$ cat src/rtl/riscv_pkg.sv
// Shared RV32I encoding constants: instruction formats, opcodes, NOP and loader states.
package riscv_pkg;

  // Same 3-bit codes as the control unit's immediate-type selector
  typedef enum logic [2:0] {
    FMT_R = 3'b000,
    FMT_I = 3'b001,
    FMT_S = 3'b010,
    FMT_B = 3'b011,
    FMT_J = 3'b100,
    FMT_U = 3'b101
  } fmt_e;

  localparam logic [6:0] OP_LUI    = 7'b0110111;
  localparam logic [6:0] OP_AUIPC  = 7'b0010111;
  localparam logic [6:0] OP_JAL    = 7'b1101111;
  localparam logic [6:0] OP_JALR   = 7'b1100111;
  localparam logic [6:0] OP_BRANCH = 7'b1100011;
  localparam logic [6:0] OP_LOAD   = 7'b0000011;
  localparam logic [6:0] OP_STORE  = 7'b0100011;
  localparam logic [6:0] OP_IMM    = 7'b0010011;
  localparam logic [6:0] OP_REG    = 7'b0110011;

  localparam logic [31:0] RV_NOP = 32'h00000013;

  localparam logic [1:0] ST_IDLE   = 2'd0;
  localparam logic [1:0] ST_ACCEPT = 2'd1;
  localparam logic [1:0] ST_WRITE  = 2'd2;
  localparam logic [1:0] ST_FINISH = 2'd3;

endpackage

$ cat src/rtl/instr_field_packer.sv
// Combinational RV32I field packer: decoded fields + format -> 32-bit instruction word.
module instr_field_packer
  import riscv_pkg::*;
(
  input  logic [2:0]  fmt,
  input  logic [6:0]  opcode,
  input  logic [4:0]  rd,
  input  logic [4:0]  rs1,
  input  logic [4:0]  rs2,
  input  logic [2:0]  funct3,
  input  logic [6:0]  funct7,
  input  logic [31:0] imm,
  output logic [31:0] word,
  output logic        illegal,
  output logic        misaligned
);

  // Bit-exact packing; B/J drop imm[0] by construction, flagged as misaligned
  always_comb begin
    word       = RV_NOP;
    illegal    = 1'b0;
    misaligned = 1'b0;
    case (fmt)
      FMT_R: word = {funct7, rs2, rs1, funct3, rd, opcode};
      FMT_I: word = {imm[11:0], rs1, funct3, rd, opcode};
      FMT_S: word = {imm[11:5], rs2, rs1, funct3, imm[4:0], opcode};
      FMT_B: begin
        word       = {imm[12], imm[10:5], rs2, rs1, funct3, imm[4:1], imm[11], opcode};
        misaligned = imm[0];
      end
      FMT_J: begin
        word       = {imm[20], imm[10:1], imm[11], imm[19:12], rd, opcode};
        misaligned = imm[0];
      end
      FMT_U: word = {imm[31:12], rd, opcode};
      default: begin
        word    = RV_NOP;
        illegal = 1'b1;
      end
    endcase
  end

endmodule

$ cat src/rtl/instr_encoder_loader.sv
// Instruction encoder and memory loader: accepts field bundles, packs them and writes
// them to consecutive instruction-memory words, one load session per start.
module instr_encoder_loader
  import riscv_pkg::*;
#(
  parameter int unsigned       ADDR_W    = 10,
  parameter logic [ADDR_W-1:0] BASE_ADDR = '0
) (
  input  logic              clk,
  input  logic              rst_n,
  input  logic              start,
  input  logic              in_valid,
  output logic              in_ready,
  input  logic [2:0]        in_fmt,
  input  logic [6:0]        in_opcode,
  input  logic [4:0]        in_rd,
  input  logic [4:0]        in_rs1,
  input  logic [4:0]        in_rs2,
  input  logic [2:0]        in_funct3,
  input  logic [6:0]        in_funct7,
  input  logic [31:0]       in_imm,
  input  logic              in_last,
  output logic              imem_we,
  output logic [ADDR_W-1:0] imem_addr,
  output logic [31:0]       imem_wdata,
  output logic              busy,
  output logic              done,
  output logic              err,
  output logic [ADDR_W:0]   count
);

  localparam logic [ADDR_W:0] COUNT_FULL = {1'b1, {ADDR_W{1'b0}}};
  localparam logic [ADDR_W:0] COUNT_ONE  = {{ADDR_W{1'b0}}, 1'b1};
  localparam logic [ADDR_W-1:0] ADDR_ONE = {{(ADDR_W-1){1'b0}}, 1'b1};

  logic [1:0]        state_r;
  logic              armed_r;
  logic              last_r;
  logic              err_r;
  logic [ADDR_W-1:0] addr_r;
  logic [ADDR_W:0]   count_r;
  logic [ADDR_W-1:0] imem_addr_r;
  logic [31:0]       imem_wdata_r;
  logic [ADDR_W:0]   count_next_s;
  logic [31:0]       pk_word_s;
  logic              pk_illegal_s;
  logic              pk_misaligned_s;

  instr_field_packer u_packer (
    .fmt        (in_fmt),
    .opcode     (in_opcode),
    .rd         (in_rd),
    .rs1        (in_rs1),
    .rs2        (in_rs2),
    .funct3     (in_funct3),
    .funct7     (in_funct7),
    .imm        (in_imm),
    .word       (pk_word_s),
    .illegal    (pk_illegal_s),
    .misaligned (pk_misaligned_s)
  );

  assign count_next_s = count_r + COUNT_ONE;

  // Session FSM; armed_r blocks a start seen on the first edge after reset release
  always_ff @(posedge clk or negedge rst_n) begin
    if (!rst_n) begin
      state_r      <= ST_IDLE;
      armed_r      <= 1'b0;
      last_r       <= 1'b0;
      err_r        <= 1'b0;
      addr_r       <= BASE_ADDR;
      count_r      <= '0;
      imem_addr_r  <= BASE_ADDR;
      imem_wdata_r <= 32'h00000000;
    end else begin
      armed_r <= 1'b1;
      case (state_r)
        ST_IDLE: begin
          if (start && armed_r) begin
            state_r <= ST_ACCEPT;
            addr_r  <= BASE_ADDR;
            count_r <= '0;
            err_r   <= 1'b0;
          end
        end
        ST_ACCEPT: begin
          if (in_valid) begin
            imem_addr_r  <= addr_r;
            imem_wdata_r <= pk_word_s;
            last_r       <= in_last;
            if (pk_illegal_s || pk_misaligned_s) begin
              err_r <= 1'b1;
            end
            state_r <= ST_WRITE;
          end
        end
        ST_WRITE: begin
          count_r <= count_next_s;
          addr_r  <= addr_r + ADDR_ONE;
          // Memory full without a last marker ends the session rather than wrapping
          if (last_r || (count_next_s == COUNT_FULL)) begin
            state_r <= ST_FINISH;
            if (!last_r) begin
              err_r <= 1'b1;
            end
          end else begin
            state_r <= ST_ACCEPT;
          end
        end
        ST_FINISH: state_r <= ST_IDLE;
        default:   state_r <= ST_IDLE;
      endcase
    end
  end

  assign in_ready   = (state_r == ST_ACCEPT);
  assign imem_we    = (state_r == ST_WRITE);
  assign busy       = (state_r == ST_ACCEPT) || (state_r == ST_WRITE);
  assign done       = (state_r == ST_FINISH);
  assign err        = err_r;
  assign count      = count_r;
  assign imem_addr  = imem_addr_r;
  assign imem_wdata = imem_wdata_r;

endmodule

$ cat config.mk
export PLATFORM = sky130hd
export DESIGN_NAME = instr_encoder_loader
export DESIGN_NICKNAME = d
export VERILOG_FILES = /design/src/rtl/riscv_pkg.sv /design/src/rtl/instr_field_packer.sv /design/src/rtl/instr_encoder_loader.sv
export SDC_FILE = /design/constraint.sdc
export NUM_CORES = 1
export LEC_CHECK = 0
export ABC_CLOCK_PERIOD_IN_PS = 4900
export CORE_MARGIN = 2
export CORE_UTILIZATION = 50
export DETAILED_ROUTE_END_ITERATION = 7
export GPL_TIMING_DRIVEN = 0
export MAX_ROUTING_LAYER = met4
export PLACE_DENSITY = 0.87
export SYNTH_ARGS = -nofsm -noshare
export SYNTH_HDL_FRONTEND = slang
export SYNTH_HIERARCHICAL = 1
export SYNTH_SLANG_ARGS = --single-unit
$ cat constraint.sdc
create_clock -name clk -period 4.9 [get_ports clk]
set_input_delay 0.735 -clock clk [delete_from_list [all_inputs] [get_ports clk]]
set_output_delay 0.735 -clock clk [all_outputs]
set_load 0.005 [all_outputs]
==> summary.txt, run 1 <==
Mapped Nets - 440
grt met3 use - 5.73%
switching part of the total - 32.4%
cells after synthesis - 361
FILL cells - 518
register area - 1700 um^2
grt ovf - 0
kind of critical path - reg2out
Clock Skew - 13.3 ps
IO Count - 130
PwrDens - 422 nW/um^2
layout cells sized above 1 - 18.7%
worst-skew pair later-pin latency - 350 ps
Critical Path RT - 4160 ps
WP buf/inv - 2
final hold slack - 491 ps
clock share of power - 19.3%
GRT busiest layer - met2
Detailed Place HPWL - 7.53 mm
Avg Inst Size Synth - 10.6 um^2
P_int - 0.00154 W
Slowest cell on crit path - clkdlybuf4s50_1
Area Overhead vs Synth - 41.0%
Initial DRC Count - 109
FP Rows - 31
Worst VDD drop - 286 uV
sequential cell area fraction in the yosys report - 44.5%
warning count from the yosys run - 6
Starting Density - 52.1%
port buffer count - 126
Yosys reg bits - 68
setup bufs post-CTS - 0
Final WS setup - 2360 ps
critical path's top delay family - buffers and inverters
part of the power in combinational logic - 43.2%
Reg clk slew, reported paths - 80 ps
Synth cell types - 56
TritonCTS clock tree - built
crit path capture type - primary output
worst stage delay on the critical path - 550 ps
fin crit share - 51.8%
Routed Antenna Nets - 0
DR pass1 iterations - 4
die area - 8360 um^2
# diodes - 0
relative slew slack - 43.5%
Max Cap Violations - 0
post-synthesis async set-or-reset flop share - 100%
fin crit period - 2540 ps
setup violators final - 0
Die Y - 91.4 um
Max Root-Sink Buffers - 2
total CTS buffers - 9
Tightest Pin Transition - 848 ps
GPL Wtd Cong - 0.923
CP Data Arrival Time - 1800 ps
Flop pwr share - 37.5%
Yosys top cell area share - 44.5%
root buf cell - clkbuf_8
CP Max Fanout - 5
RSZ-0062 raised after global routing - false
max-slew violations - 0
Max Fclk - 0.394 GHz
CP Cell Sequence - inv_1, ha_1, clkdlybuf4s50_1
met1 Use GR - 33.1%
Detailed Route WL - 10.4 mm
cell taking the most area after synthesis - dfrtp_1
Total GRT Usage - 26.2%
Post-synth EDFFs - 0
largest net degree at the start of global routing - 69
Primary FF master, synth - dfrtp_1
Worst Hold Class - reg2reg
Resized cells post-CTS - 0
first-pass GRT wire length - 16.8 mm
Multi-input gate area - 1930 um^2
Pleak - 2.38 nW
Startpoint Class - flip-flop
CORE AREA - 7330 um^2
per-cell routed wire length - 17.3 um
Fin. Hold Viols - 0
NetSw - 0.000737 W
outcome - complete, no violations
Setup TNS - 0 ps
Die Wd - 91.4 um
M2 GR Usage - 43.0%
post-place setup slack - 2370 ps
ranking of synthesized cells by area - dfrtp_1 45%, mux2_2 13%, o21ai_0 4.2%, mux2i_1 3.1%, nand2_1 2.9%
routed via count - 3354
initial antenna violation count - 0
H-Tree Depth - 3
vias in the first global route - 3395
Sink Count - 68
Synth Cell Area - 3820 um^2
hold_buf cts - 0
residual DRC count - 0
Via density - 5.57
fin nets - 577
[cell usage after synthesis (all sizes together), types with 7 or more instances]
library cell,instances
dfrtp,68
mux2i,12
nor2,21
nand2,30
a211o,7
buf,13
clkbuf,7
a32oi,7
inv,15
mux2,45
a22o,11
nand3,7
o21ai,33
and3,10
ha,7
and2,7
[per-layer routing]
| metal | wire length, um | share of wire (%) |
|---|---|---|
| met5 | 0 | 0 |
| met4 | 129 | 1.2 |
| met3 | 717 | 6.9 |
| met2 | 5130 | 49 |
| met1 | 4430 | 43 |
[kinds of logic (layout without fill, tap and decap cells)]
| logic type | count (synthesis) | after routing | share of synthesized area (%) |
|---|---|---|---|
| compound gates | 80 | 80 | 15.4 |
| flops | 68 | 68 | 44.5 |
| mux | 57 | 57 | 16.4 |
| xor+xnor | 8 | 8 | 1.83 |
| buf+inv | 35 | 177 | 4.88 |
| other cells | 1 | 1 | 0.0981 |
| fa+ha+maj | 7 | 7 | 2.29 |
| simple gates | 105 | 105 | 14.6 |
[registers in the layout, summed over array words and instances (netlist names)]
name,count
addr_r,10
armed_r,1
count,11
err,1
imem_addr,10
imem_wdata,32
last_r,1
state_r,2
[through the flow]
step	power [W]	instances	util (%)	instance area, um^2
3_3_place_gp	0.00181	586	71.0	5210
5_1_grt	0.00242	602	73.5	5390
4_1_cts	0.00229	602	73.5	5390
3_5_place_dp	0.00184	586	71.0	5200
2_1_floorplan	0.00132	361	-	3820
6_report	0.00228	602	73.5	5390
[power by group through the flow]
stage | sequential (W) | combinational [W] | clock (W)
floorplan | 0.000854 | 0.000466 | 0
global placement | 0.000849 | 0.000958 | 0
detailed placement | 0.000861 | 0.000983 | 0
CTS | 0.000851 | 0.000990 | 0.000450
global route | 0.000876 | 0.00107 | 0.000476
finish | 0.000854 | 0.000983 | 0.000439
[worst paths after layout]
kind                            cells past startpoint  slack, ps              to          from
worst max-delay path                                3       2360        in_ready    state_r[1]
worst min-delay path                                2        490    imem_addr[7]  imem_addr[7]
worst max register to register                      5       2750  imem_wdata[17]    state_r[1]
worst min register to register                      2        490    imem_addr[7]  imem_addr[7]
max in group asynchronous                           1       3850        count[0]         rst_n
min in group asynchronous                           1        500      state_r[1]         rst_n
[worst reg2reg max path: stages, from the launching register on]
cell      delay, ps
dfrtp_1         400
inv_1           130
ha_1            290
nand2_1         320
clkbuf_1        500
mux2_2          400
[cell usage in the layout, fill, tap and decap left out, types with 3 or more instances in the layout]
cell type	netlist	layout
buf_4	4	5
mux2i_1	12	12
buf_2	6	6
nor2_1	19	19
xnor2_1	6	6
clkdlybuf4s50_1	0	125
nor3_1	4	4
buf_6	3	3
nand2b_1	6	6
nand4_1	4	4
nand4bb_1	3	3
and2_1	6	6
a21oi_1	4	4
clkbuf_8	1	12
o21ai_0	32	32
nand3_1	6	6
dfrtp_1	68	68
a32oi_1	7	7
clkbuf_1	6	6
a22o_1	11	11
nand2_1	30	30
a21o_1	3	3
and3_1	8	8
mux2_2	45	45
ha_1	7	7
inv_1	13	13
a211o_1	6	6
[cell type report]
type                            instances  area share [%]
Multi-Input combinational cell        258            35.9
Sequential cell                        68            31.6
Timing Repair Buffer                  126            23.3
Clock buffer                           11            2.81
Buffer                                 20            2.41
Tap cell                               99            2.30
Inverter                               15            1.04
Clock inverter                          5           0.650
No activity file was read; power rests on OpenSTA's default activity.
==> run 2: changes to the inputs <==
--- a/config.mk
+++ b/config.mk
@@ -5,13 +5,13 @@
 export SDC_FILE = /design/constraint.sdc
 export NUM_CORES = 1
 export LEC_CHECK = 0
-export ABC_CLOCK_PERIOD_IN_PS = 4900
+export ABC_CLOCK_PERIOD_IN_PS = 2000
 export CORE_MARGIN = 2
-export CORE_UTILIZATION = 50
+export CORE_UTILIZATION = 42
 export DETAILED_ROUTE_END_ITERATION = 7
 export GPL_TIMING_DRIVEN = 0
 export MAX_ROUTING_LAYER = met4
-export PLACE_DENSITY = 0.87
+export PLACE_DENSITY = 0.78
 export SYNTH_ARGS = -nofsm -noshare
 export SYNTH_HDL_FRONTEND = slang
 export SYNTH_HIERARCHICAL = 1
==> constraint.sdc (replaced) <==
create_clock -name clk -period 2 [get_ports clk]
set_input_delay 0.3 -clock clk [delete_from_list [all_inputs] [get_ports clk]]
set_output_delay 0.3 -clock clk [all_outputs]
set_load 0.005 [all_outputs]
==> summary.txt, run 2 (synthesis gave the netlist of run 1 again) <==
root buf cell - clkbuf_8
final hold slack - 69.9 ps (-421 ps)
Sink Count - 68 (unchanged)
relative slew slack - 41.7% (-1.8 points)
Critical Path RT - 1700 ps (-2460 ps)
layout cells sized above 1 - 20.3% (+1.6 points)
fin crit share - 99.9%
final non-filler cell total - 610 (+1.3%)
Max Cap Violations - 0 (unchanged)
CORE AREA - 8760 um^2 (+20%)
commonest non-fill, non-tap cell in the layout - clkdlybuf4s50_1
Detailed Place HPWL - 7.73 mm (+2.6%)
first-pass GRT wire length - 16.7 mm (-1.1%)
routed via count - 3343 (-0.33%)
Max Root-Sink Buffers - 2 (unchanged)
Die Wd - 99.4 um (+8.7%)
Clock Skew - 9.39 ps (-3.93 ps)
die area - 9880 um^2 (+18%)
outcome - complete, no violations
max FFs per register - 32 (unchanged)
port buffer count - 126 (unchanged)
CP Cell Sequence - inv_2, ha_2, clkdlybuf4s50_1
PwrDens - 1020 nW/um^2 (+140%)
fin area - 5410 um^2 (+0.39%)
Worst Hold Class - in2async
CP Data Arrival Time - 1700 ps (-100 ps)
largest net degree at the start of global routing - 69 (unchanged)
Detailed Route WL - 10.3 mm (-0.56%)
per-cell routed wire length - 17.0 um (-1.9%)
RSZ-0062 raised after global routing - true
Slowest cell on crit path - clkdlybuf4s50_1
setup bufs post-CTS - 0 (unchanged)
# placed instances - 595 (+1.5%)
DP Area - 5220 um^2 (+0.22%)
Via density - 5.48 (-1.6%)
total CTS buffers - 9 (unchanged)
Setup TNS - 0 ps (unchanged)
Reg clk slew, reported paths - 70 ps (about the same)
TritonCTS clock tree - built
Max Fclk - 0.501 GHz
CP Max Fanout - 5 (unchanged)
residual DRC count - 0 (unchanged)
Startpoint Class - flip-flop
crit path capture type - primary output
DR pass1 iterations - 4 (unchanged)
worst-skew pair later-pin latency - 330 ps (-20 ps)
setup violators final - 0 (unchanged)
worst stage delay on the critical path - 520 ps (-30 ps)
Die Y - 99.4 um (+8.7%)
Pleak - 2.38 nW (about the same)
Tightest Pin Transition - 875 ps (+27.3 ps)
cells on worst reg2reg path - 8 (+3)
FP Rows - 34 (+9.7%)
commonest cells after routing, fill and taps aside - 124 x clkdlybuf4s50_1, 67 x dfrtp_1, 45 x mux2_2
vias in the first global route - 3312 (-2.4%)
Area Overhead vs Synth - 41.6%
Initial DRC Count - 110 (+0.92%)
fin crit period - 2000 ps
initial antenna violation count - 0 (unchanged)
kind of critical path - reg2out
Total GRT Usage - 21.8% (-4.4 points)
# diodes - 0 (unchanged)
grt ovf - 0 (unchanged)
Routed Antenna Nets - 0 (unchanged)
Fin. Hold Viols - 0 (unchanged)
fin nets - 576 (-0.17%)
H-Tree Depth - 3 (unchanged)
hold_buf cts - 0 (unchanged)
Starting Density - 43.6% (-8.5 points)
Worst VDD drop - 705 uV (+150%)
IO Count - 130 (unchanged)
max-slew violations - 0 (unchanged)
GPL Wtd Cong - 0.897 (-2.8%)
[run 2: cell count changes in the layout (fill, tap and decap cells not counted), sizes merged]
cell and delta:
clkbuf -1, clkinvlp -1, clkdlybuf4s50 -1, dlymetal6s2s +1, clkinv +2, inv -1
[run 2: what timing repair did]
item                       in CTS  in global routing
setup endpoints to repair      15                 18
hold endpoints to repair        0                  0
gates resized for setup         3                  9
[run 2: worst paths after layout]
check / startpoint / endpoint / slack [ps]
max: state_r[1] / in_ready / 2
min: rst_n / state_r[1] / 70
max reg2reg: state_r[0] / addr_r[7] / 120
min reg2reg: imem_addr[7] / imem_addr[7] / 500
max in group asynchronous: rst_n / imem_wdata[18] / 1340
min in group clk: in_fmt[1] / imem_wdata[15] / 420
[run 2: worst max-delay path, delay by kind of cell (launching register included)]
family | cells | cell delay [ps]
fa+ha+maj | 1 | 270
flops | 1 | 430
buf+inv | 2 | 660
[run 2: cell type report]
cell class	count	area, um^2
Multi-Input combinational cell	258	1970
Clock buffer	11	131
Buffer	19	129
Timing Repair Buffer	126	1260
Inverter	15	56.3
Sequential cell	68	1700
Fill cell	716	3350
Tap cell	108	135
Clock inverter	5	28.8
[run 2: layer usage]
layer / GRT usage [%] / part of all wire (%) / vias up
met5: - / 0 / -
met4: 5.69 / 1.1 / 0
met3: 3.44 / 5.9 / 14
met2: 36.6 / 49 / 126
met1: 27.7 / 44 / 1627
li1: - / - / 1576
[run 2: report_power, final]
part / internal (W) / switching, W
registers: 0.00180 / 0.000298
logic: 0.00150 / 0.000977
clock network: 0.000444 / 0.000509
[run 2: per-stage QoR]
stage,utilization (%),total power [W],setup WS [ps]
3_3_place_gp,59.6,0.00444,-1690
6_report,61.8,0.00552,2.32
5_1_grt,61.8,0.00590,-49.7
2_1_floorplan,-,0.00323,209
3_5_place_dp,59.5,0.00455,-98.0
4_1_cts,61.4,0.00553,-55.6
==> run 3: changes to the inputs <==
--- a/config.mk
+++ b/config.mk
@@ -12,6 +12,7 @@
 export GPL_TIMING_DRIVEN = 0
 export MAX_ROUTING_LAYER = met4
 export PLACE_DENSITY = 0.78
+export SETUP_SLACK_MARGIN = 0.15
 export SYNTH_ARGS = -nofsm -noshare
 export SYNTH_HDL_FRONTEND = slang
 export SYNTH_HIERARCHICAL = 1
==> summary.txt, run 3 (synthesis gave the netlist of run 1 again) <==
outcome - complete, no violations
Die Wd - 99.4 um (unchanged)
kind of critical path - reg2reg
worst-skew pair later-pin latency - 340 ps (about the same)
crit path capture type - flip-flop
Pleak - 2.48 nW (+4.2%)
Routed Antenna Nets - 0 (unchanged)
Total GRT Usage - 22.3% (+0.42 points)
Reg clk slew, reported paths - 80 ps (about the same)
Detailed Route WL - 10.6 mm (+2.8%)
commonest cells after routing, fill and taps aside - 121 x clkdlybuf4s50_1, 65 x dfrtp_1, 45 x mux2_2
Via density - 5.41 (-1.4%)
TritonCTS clock tree - built
Fin. Hold Viols - 0 (unchanged)
Starting Density - 43.6% (unchanged)
Worst Hold Class - in2async
max FFs per register - 32 (unchanged)
per-cell routed wire length - 17.1 um (+0.78%)
grt ovf - 0 (unchanged)
IO Count - 130 (unchanged)
Die Y - 99.4 um (unchanged)
residual DRC count - 0 (unchanged)
setup violators final - 0 (unchanged)
max-slew violations - 0 (unchanged)
Sink Count - 68 (unchanged)
layout cells sized above 1 - 23.7% (+3.4 points)
Clock Skew - 13.3 ps (+3.92 ps)
Worst VDD drop - 791 uV (+12%)
CP Data Arrival Time - 2010 ps (+310 ps)
GPL Wtd Cong - 0.897 (unchanged)
Max Fclk - 0.558 GHz (+11%)
RSZ-0062 raised after global routing - true
Tightest Pin Transition - 863 ps (-12.6 ps)
CORE AREA - 8760 um^2 (unchanged)
Multi-input gate area - 2030 um^2 (+3.2%)
root buf cell - clkbuf_8
initial antenna violation count - 0 (unchanged)
first-pass GRT wire length - 17.0 mm (+1.8%)
total design power - 0.00581 W (+5.2%)
relative slew slack - 42.5% (+0.84 points)
# diodes - 0 (unchanged)
fin crit period - 1790 ps (-205 ps)
Initial DRC Count - 123 (+12%)
fin crit share - 89.7% (-10 points)
Startpoint Class - flip-flop
H-Tree Depth - 3 (unchanged)
port buffer count - 126 (unchanged)
commonest non-fill, non-tap cell in the layout - clkdlybuf4s50_1
largest net degree at the start of global routing - 69 (unchanged)
register area - 1710 um^2 (+0.15%)
die area - 9880 um^2 (unchanged)
Area Overhead vs Synth - 46.0%
Max Root-Sink Buffers - 2 (unchanged)
CP Max Fanout - 10 (+5)
final core utilization - 63.7% (+1.9 points)
Critical Path RT - 2210 ps (+510 ps)
routed via count - 3362 (+0.57%)
DR pass1 iterations - 4 (unchanged)
vias in the first global route - 3366 (+1.6%)
PwrDens - 1040 nW/um^2 (+2.0%)
fin nets - 588 (+2.1%)
FP Rows - 34 (unchanged)
Detailed Place HPWL - 7.73 mm (unchanged)
total CTS buffers - 9 (unchanged)
Max Cap Violations - 0 (unchanged)
final hold slack - 51.3 ps (-18.7 ps)
FILL cells - 704 (-1.7%)
-- run 3: changes by cell type in the layout (fill, tap and decap cells not counted), sizes merged --
cell	before	now
clkbuf	17	19
dlygate4sd2	0	2
dlymetal6s2s	1	2
clkdlybuf4s50	124	121
buf	14	24
-- run 3: cell type report --
type	count	share of cell area (%)
sequential	68	30.6
tap	108	2.42
buffer	20	2.56
multi-input combinational	258	36.4
inverter	15	1.05
clock buffer	11	2.35
timing repair buffer	137	24.1
clock inverter	5	0.516
-- run 3: critical path: stages (launching register included) --
cell and delay (ps):
dfrtp_1 410, inv_2 140, ha_4 170, a21bo_2 230, nand2_1 120, clkbuf_4 220
nor2_1 60, o21ai_0 190, o31ai_1 110
-- run 3: metrics by stage --
step | instances | instance area [um^2] | TNS (ps) | setup WS, ps
finish | 622 | 5580 | 0 | 207
global route | 622 | 5580 | 0 | 134
CTS | 616 | 5470 | 0 | 106
detailed placement | 595 | 5220 | -931 | -98.0
global placement | 595 | 5220 | -115290 | -1690
floorplan | 361 | 3820 | 0 | 209
-- run 3: layer usage --
metal  share of wire [%]  track usage, %  up-vias  wire length, um
met5                   0               -        -                0
met4                 1.1            5.69        0              113
met3                 6.3            3.44       13              665
met2                  49            37.1      119             5240
met1                  43            28.6     1630             4610
li1                    -               -     1600                -
-- run 3: repair_timing --
item,4_1_cts,5_1_grt
hold buffers,0,0
setup buffers,5,6
gates resized for setup,17,19
pin swaps,2,8
endpoints found under the setup margin,60,51
-- run 3: final timing paths --
path | from | end | slack (ps) | cells after the start
min in group clk | in_fmt[1] | imem_wdata[15] | 420 | 3
min reg2reg | imem_addr[7] | imem_addr[7] | 500 | 2
max | state_r[1] | count[3] | 210 | 8
max reg2reg | state_r[1] | count[3] | 210 | 8
min | rst_n | state_r[1] | 50 | 1
max in group asynchronous | rst_n | count[0] | 1320 | 1
-- run 3: where the power goes --
part	total [W]	switching (W)	leakage [nW]	internal, W
Sequential	0.00209	0.000286	0.879	0.00180
Combinational	0.00276	0.00109	1.52	0.00167
Clock	0.000965	0.000521	0.0868	0.000444
Total	0.00581	0.00189	2.48	0.00391
